$ cat src/rtl/vcdl_delay_scan.sv
// Multi-channel VCDL delay control: owns the IDELAY tap value and load strobe
// per channel, supports manual tap loads and an autonomous tap scan that finds
// the tap where a channel's feedback sample changes level, then applies it
// plus a fixed offset (saturated at the maximum tap).
module vcdl_delay_scan #(
    parameter int unsigned NUM_CH        = 4,
    parameter int unsigned CH_BITS       = 2,
    parameter int unsigned TAP_BITS      = 5,
    parameter int unsigned SETTLE_CYCLES = 8,
    parameter int unsigned SAMPLE_LOG2   = 4,
    parameter int unsigned OFFSET        = 0
) (
    input  logic                         sysclk_i,
    input  logic                         rst_n_i,
    input  logic [CH_BITS-1:0]           ch_sel_i,
    input  logic [TAP_BITS-1:0]          manual_val_i,
    input  logic                         manual_ld_i,
    input  logic                         scan_start_i,
    input  logic [NUM_CH-1:0]            fb_q_i,
    output logic [NUM_CH*TAP_BITS-1:0]   delay_o,
    output logic [NUM_CH-1:0]            load_o,
    output logic                         busy_o,
    output logic                         done_o,
    output logic                         found_o,
    output logic [TAP_BITS-1:0]          edge_tap_o
);

    localparam int unsigned SET_W   = (SETTLE_CYCLES > 1) ? $clog2(SETTLE_CYCLES) : 1;
    localparam int unsigned ACC_W   = SAMPLE_LOG2 + 1;
    localparam int unsigned TAP_MAX = (1 << TAP_BITS) - 1;
    localparam int unsigned OFS_SAT = (OFFSET > TAP_MAX) ? TAP_MAX : OFFSET;

    localparam logic [TAP_BITS-1:0] MAX_TAP     = '1;
    localparam logic [ACC_W-1:0]    THRESH      = ACC_W'(1) << (SAMPLE_LOG2 - 1);
    localparam logic [SET_W-1:0]    SETTLE_LAST = SET_W'(SETTLE_CYCLES - 1);
    localparam logic [TAP_BITS:0]   OFFSET_W    = (TAP_BITS + 1)'(OFS_SAT);

    typedef enum logic [2:0] {
        StIdle,
        StLoad,
        StSettle,
        StSample,
        StEval,
        StApply,
        StDone
    } state_e;

    state_e                       state_q;
    logic [NUM_CH-1:0]            ch_oh_q;
    logic [TAP_BITS-1:0]          tap_q;
    logic [TAP_BITS-1:0]          saved_q;
    logic                         prev_high_q;
    logic [SET_W-1:0]             settle_q;
    logic [SAMPLE_LOG2-1:0]       sample_q;
    logic [ACC_W-1:0]             acc_q;
    logic [NUM_CH*TAP_BITS-1:0]   delay_q;
    logic [NUM_CH-1:0]            load_q;
    logic                         busy_q;
    logic                         done_q;
    logic                         found_q;
    logic [TAP_BITS-1:0]          edge_tap_q;

    logic [NUM_CH-1:0]            sel_oh;
    logic [TAP_BITS-1:0]          sel_tap;
    logic                         cmd_ok;
    logic                         fb_bit;
    logic                         high;
    logic                         edge_hit;
    logic [TAP_BITS:0]            sum;
    logic [TAP_BITS-1:0]          apply_tap;

    // Replace the tap slices selected by a one-hot channel mask.
    function automatic logic [NUM_CH*TAP_BITS-1:0] put_tap(
        input logic [NUM_CH*TAP_BITS-1:0] vec,
        input logic [NUM_CH-1:0]          oh,
        input logic [TAP_BITS-1:0]        val
    );
        logic [NUM_CH*TAP_BITS-1:0] res;
        res = vec;
        for (int c = 0; c < NUM_CH; c++) begin
            if (oh[c]) res[c*TAP_BITS +: TAP_BITS] = val;
        end
        return res;
    endfunction

    // Channel decode, current-tap lookup, feedback select and edge arithmetic.
    always_comb begin
        sel_oh  = '0;
        sel_tap = '0;
        for (int c = 0; c < NUM_CH; c++) begin
            sel_oh[c] = (ch_sel_i == CH_BITS'(c));
            if (sel_oh[c]) sel_tap = delay_q[c*TAP_BITS +: TAP_BITS];
        end
        // An out-of-range select decodes to an empty mask and is ignored.
        cmd_ok    = |sel_oh;
        fb_bit    = |(fb_q_i & ch_oh_q);
        high      = (acc_q >= THRESH);
        edge_hit  = (tap_q != '0) && (high != prev_high_q);
        sum       = {1'b0, tap_q} + OFFSET_W;
        apply_tap = (sum > {1'b0, MAX_TAP}) ? MAX_TAP : sum[TAP_BITS-1:0];
    end

    // Scan FSM with all outputs registered; strobes default low each cycle.
    always_ff @(posedge sysclk_i) begin
        if (!rst_n_i) begin
            state_q     <= StIdle;
            ch_oh_q     <= '0;
            tap_q       <= '0;
            saved_q     <= '0;
            prev_high_q <= 1'b0;
            settle_q    <= '0;
            sample_q    <= '0;
            acc_q       <= '0;
            delay_q     <= '0;
            load_q      <= '0;
            busy_q      <= 1'b0;
            done_q      <= 1'b0;
            found_q     <= 1'b0;
            edge_tap_q  <= '0;
        end else begin
            load_q <= '0;
            done_q <= 1'b0;
            unique case (state_q)
                StIdle: begin
                    // A scan request wins over a simultaneous manual load.
                    if (scan_start_i && cmd_ok) begin
                        ch_oh_q    <= sel_oh;
                        saved_q    <= sel_tap;
                        tap_q      <= '0;
                        acc_q      <= '0;
                        busy_q     <= 1'b1;
                        found_q    <= 1'b0;
                        edge_tap_q <= '0;
                        delay_q    <= put_tap(delay_q, sel_oh, '0);
                        load_q     <= sel_oh;
                        state_q    <= StLoad;
                    end else if (manual_ld_i && cmd_ok) begin
                        delay_q <= put_tap(delay_q, sel_oh, manual_val_i);
                        load_q  <= sel_oh;
                    end
                end
                StLoad: begin
                    settle_q <= '0;
                    state_q  <= StSettle;
                end
                StSettle: begin
                    if (settle_q == SETTLE_LAST) begin
                        sample_q <= '0;
                        state_q  <= StSample;
                    end else begin
                        settle_q <= settle_q + 1'b1;
                    end
                end
                StSample: begin
                    acc_q    <= acc_q + ACC_W'(fb_bit);
                    sample_q <= sample_q + 1'b1;
                    if (sample_q == '1) state_q <= StEval;
                end
                StEval: begin
                    load_q <= ch_oh_q;
                    if (edge_hit) begin
                        found_q    <= 1'b1;
                        edge_tap_q <= tap_q;
                        delay_q    <= put_tap(delay_q, ch_oh_q, apply_tap);
                        state_q    <= StApply;
                    end else begin
                        prev_high_q <= high;
                        if (tap_q == MAX_TAP) begin
                            // No transition anywhere: restore the pre-scan tap.
                            delay_q <= put_tap(delay_q, ch_oh_q, saved_q);
                            state_q <= StApply;
                        end else begin
                            tap_q   <= tap_q + 1'b1;
                            acc_q   <= '0;
                            delay_q <= put_tap(delay_q, ch_oh_q, tap_q + 1'b1);
                            state_q <= StLoad;
                        end
                    end
                end
                StApply: begin
                    done_q  <= 1'b1;
                    busy_q  <= 1'b0;
                    state_q <= StDone;
                end
                StDone: begin
                    state_q <= StIdle;
                end
                default: begin
                    state_q <= StIdle;
                end
            endcase
        end
    end

    assign delay_o    = delay_q;
    assign load_o     = load_q;
    assign busy_o     = busy_q;
    assign done_o     = done_q;
    assign found_o    = found_q;
    assign edge_tap_o = edge_tap_q;

endmodule

$ cat config.mk
export PLATFORM = sky130hd
export DESIGN_NAME = vcdl_delay_scan
export DESIGN_NICKNAME = d
export VERILOG_FILES = /design/src/rtl/vcdl_delay_scan.sv
export SDC_FILE = /design/constraint.sdc
export NUM_CORES = 1
export LEC_CHECK = 0
export BUFFER_PORTS_ARGS = -buffer_cell sky130_fd_sc_hd__buf_2
export CAP_MARGIN = 40
export CORE_ASPECT_RATIO = 1.4
export CORE_MARGIN = 5
export CORE_UTILIZATION = 56
export CTS_CLUSTER_SIZE = 24
export DETAILED_ROUTE_END_ITERATION = 12
export GPL_ROUTABILITY_DRIVEN = 0
export PLACE_DENSITY = 0.87
export SETUP_SLACK_MARGIN = 0.4
export SYNTH_ARGS = -nofsm -noshare
export SYNTH_HDL_FRONTEND = slang
export SYNTH_SLANG_ARGS = --single-unit
$ cat constraint.sdc
create_clock -name sysclk_i -period 2.49 [get_ports sysclk_i]
set_clock_uncertainty 0.2 [all_clocks]
set_input_delay 0.1245 -clock sysclk_i [delete_from_list [all_inputs] [get_ports sysclk_i]]
set_output_delay 0.1245 -clock sysclk_i [all_outputs]
set_load 0.01 [all_outputs]
==> flow_metrics.py <==
metrics = {
    "yosys": {
        "yosys_warnings": 0,
        "synth-main-ff-cell": "dfxtp_1",
        "syn_area_um2": 3060,
        "yosysSeqAreaShare": 0.406,
        "synthArstFlopShare": 0,
        "syn_inst": 342,
        "ys_types": 56,
        "ys_seq_elements": 62,
        "avgSynthCellArea_um2": 8.94,
        "yosys.area.top_type": "dfxtp_1",
        "synth_top_area_share": 0.406,
        "ys_top_cells_by_area": "dfxtp_1, nand2_1, o21ai_0",
        "syn_nets": 365,
        "synth_edf_count": 0,
    },
    "route": {
        "drc_errors": 0,
        "viasPerCell": 6.22,
        "routed_wirelength_um": 8040,
        "drt_iter0_markers": 392,
        "detail-route-antenna-nets": 0,
        "firstDrtPassIters": 5,
        "wl_per_cell_um": 17.7,
        "vias": 2824,
    },
    "worst_setup_path": {
        "reg2reg_from": "tap_q[0]",
        "ff2ff_path_depth": 6,
        "r2r_setup_slack_ns": 0.40,
        "critPathSlowestCell": "or4b_4",
        "crit_type": "reg2reg",
        "startpoint": "tap_q[0]",
        "cp-end-kind": "register",
        "worst_setup_path_start_kind": "register",
        "critPathMaxStageDelay_ns": 0.53,
        "cp.required_ns": 2.57,
        "cp.depth": 6,
        "crit_chain": "inv_1 -> ha_1 -> or4b_4 -> a311oi_4 -> nand2_1 -> a21boi_1",
        "cp.arrival_ns": 2.18,
        "path_buf_inv": 1,
        "crit_fanout": 6,
        "crit_family": "simple AND/OR/NAND/NOR gates",
    },
    "timing": {
        "final.min_clock_period_ns": 2.09,
        "max_freq_ghz": 0.478,
        "worst_pin_slew_ns": 0.493,
        "maxSlewViolCount": 0,
        "rsz0062_at_grt": "true",
        "timing.slew.headroom": 0.669,
        "tns_ns": 0,
        "setup_viol": 0,
        "period_share": 0.841,
        "hold_violations": 0,
    },
    "global_route": {
        "grt_pass1_wl_um": 13100,
        "grt_overflow": 0,
        "grt_start_max_net_pins": 30,
        "antenna_found_initial": 0,
        "grt_pass1_vias": 2683,
        "grtUsageTotal": 0.236,
    },
    "hold_path": {
        "holdPathStages": 5,
        "hold_class": "in2reg",
        "min_from": "manual_val_i[2]",
    },
    "floorplan": {
        "core.rowCount": 31,
        "die_h_um": 97.5,
        "core_um2": 5240,
        "dieArea_um2": 7060,
        "start_util": 0.584,
        "die_w_um": 72.5,
        "ioPinCount": 47,
    },
    "clock_network": {
        "clock_latency_ns": 0.35,
        "cts_tree": "yes",
        "htree_num_levels": 3,
        "cts.sinks": 62,
        "path_clk_slew_ns": 0.07,
        "root_buffer": "clkbuf_8",
        "cts_made_buffers": 9,
        "cts_max_path_buffers": 2,
    },
    "power_and_ir_drop": {
        "power_mw": 2.40,
        "vdd_ir_drop_max_uv": 416,
        "power_density_nw_per_um2": 654,
        "p_leak_nw": 1.44,
    },
    "status": {
        "status": "finished, final reports clean",
    },
    "cells_and_area": {
        "fin_nets": 406,
        "drive_above_1_share": 0.265,
        "diodes": 0,
        "areaGrowthSynthToFinish_pct": 20.0,
    },
    "job": {
        "maxCapViolCount": 0,
    },
    "placed_design": {
        "portBuffers": 46,
        "place_hpwl_um": 5440,
    },
}
==> synth_stat cells, drive strengths merged, types with 4 or more instances <==
master   number
nor3b         6
nand2        40
a31oi        15
clkbuf       16
buf          11
inv           6
nor3          5
ha            8
o22ai         4
nor2         10
a22oi         5
nand3        23
and2         10
o2bb2ai       7
a32o          4
nand4         4
xor2          4
dfxtp        62
a21oi         6
o21ai        25
a21boi       21
mux4          5
nor2b        10
==> registers in the layout, indices dropped and copies added (netlist names) <==
| signal | count |
|---|---|
| done_o | 1 |
| tap_q | 5 |
| saved_q | 5 |
| settle_q | 3 |
| load_o | 4 |
| edge_tap_o | 5 |
| busy_o | 1 |
| delay_o | 20 |
| sample_q | 4 |
| ch_oh_q | 4 |
| acc_q | 5 |
| state_q | 3 |
| found_o | 1 |
| prev_high_q | 1 |
==> per-layer routing <==
layer  vias to the layer above  routed length, um  share of wire  GRT usage
met3                        27                513          0.064     0.0714
met4                         0                284          0.035      0.116
met2                       114               4200           0.52      0.373
met1                      1350               3040           0.38      0.286
li1                       1333                  -              -          -
met5                         -                  0              0          0
==> final timing paths <==
path                  to
min reg2reg      found_o
max             tap_q[0]
min          delay_o[12]
max reg2reg     tap_q[0]
==> layout by cell type (no fill, tap or decap), types with 4 or more instances in the layout <==
master      n
ha_1        6
buf_4      10
dfxtp_1    59
a22oi_1     5
and2_1     10
nor3b_1     5
a32o_2      4
a21oi_1     6
a21boi_0   14
inv_1       4
nand4_1     4
nand3_1    21
clkbuf_8    9
o21ai_0    24
o22ai_1     4
a31oi_1    13
mux4_2      5
a21boi_1    7
buf_2      46
nand2_1    40
nor2_1     10
o2bb2ai_1   7
nor2b_1    10
xor2_1      4
==> through the flow <==
step | instance area, um2 | instances | utilization | setup slack, ns | hold WS, ns
2_1_floorplan | 3070 | 342 | - | 0.398 | 0.172
3_3_place_gp | 3310 | 434 | 0.632 | 0.330 | 0.247
3_5_place_dp | 3310 | 434 | 0.632 | 0.247 | 0.256
4_1_cts | 3610 | 454 | 0.689 | 0.346 | 0.0140
5_1_grt | 3670 | 454 | 0.701 | 0.279 | 0.0361
6_report | 3670 | 454 | 0.701 | 0.396 | 0.0208
==> power by group <==
group	switching, mW	internal [mW]
registers	0.0318	1.03
clock network	0.406	0.663
logic	0.162	0.107
total	0.600	1.80
==> worst register-to-register path: stages, from the launching register on <==
cell and delay (ns):
dfxtp_2 0.35, inv_1 0.12, ha_1 0.18, or4b_4 0.53, a311oi_4 0.37, nand2_1 0.11
a21boi_1 0.16
==> logic make-up after synthesis <==
logic type,Yosys count,synth area share
AOI/OAI and AO/OA,102,0.234
muxes,9,0.0503
and+or+nand+nor,123,0.216
adders and majority gates,8,0.0327
buffers and inverters,33,0.0470
xor gates and xnor gates,5,0.0143
DFF,62,0.406
==> cell type report <==
class,count,area (um2)
multi-input combinational,247,1760
sequential,62,1240
clock buffer,10,128
tap,66,82.6
fill,397,1570
timing repair buffer,57,315
clock inverter,6,110
inverter,6,25.0
==> repair_timing <==
action | 4_1_cts | 5_1_grt
hold buffers | 1 | 0
endpoints found under the hold margin | 4 | 0
setup buffers | 3 | 0
pin swaps | 4 | 2
endpoints found under the setup margin | 27 | 35
gates resized for setup | 4 | 18
(Power assumes the default switching activity.)
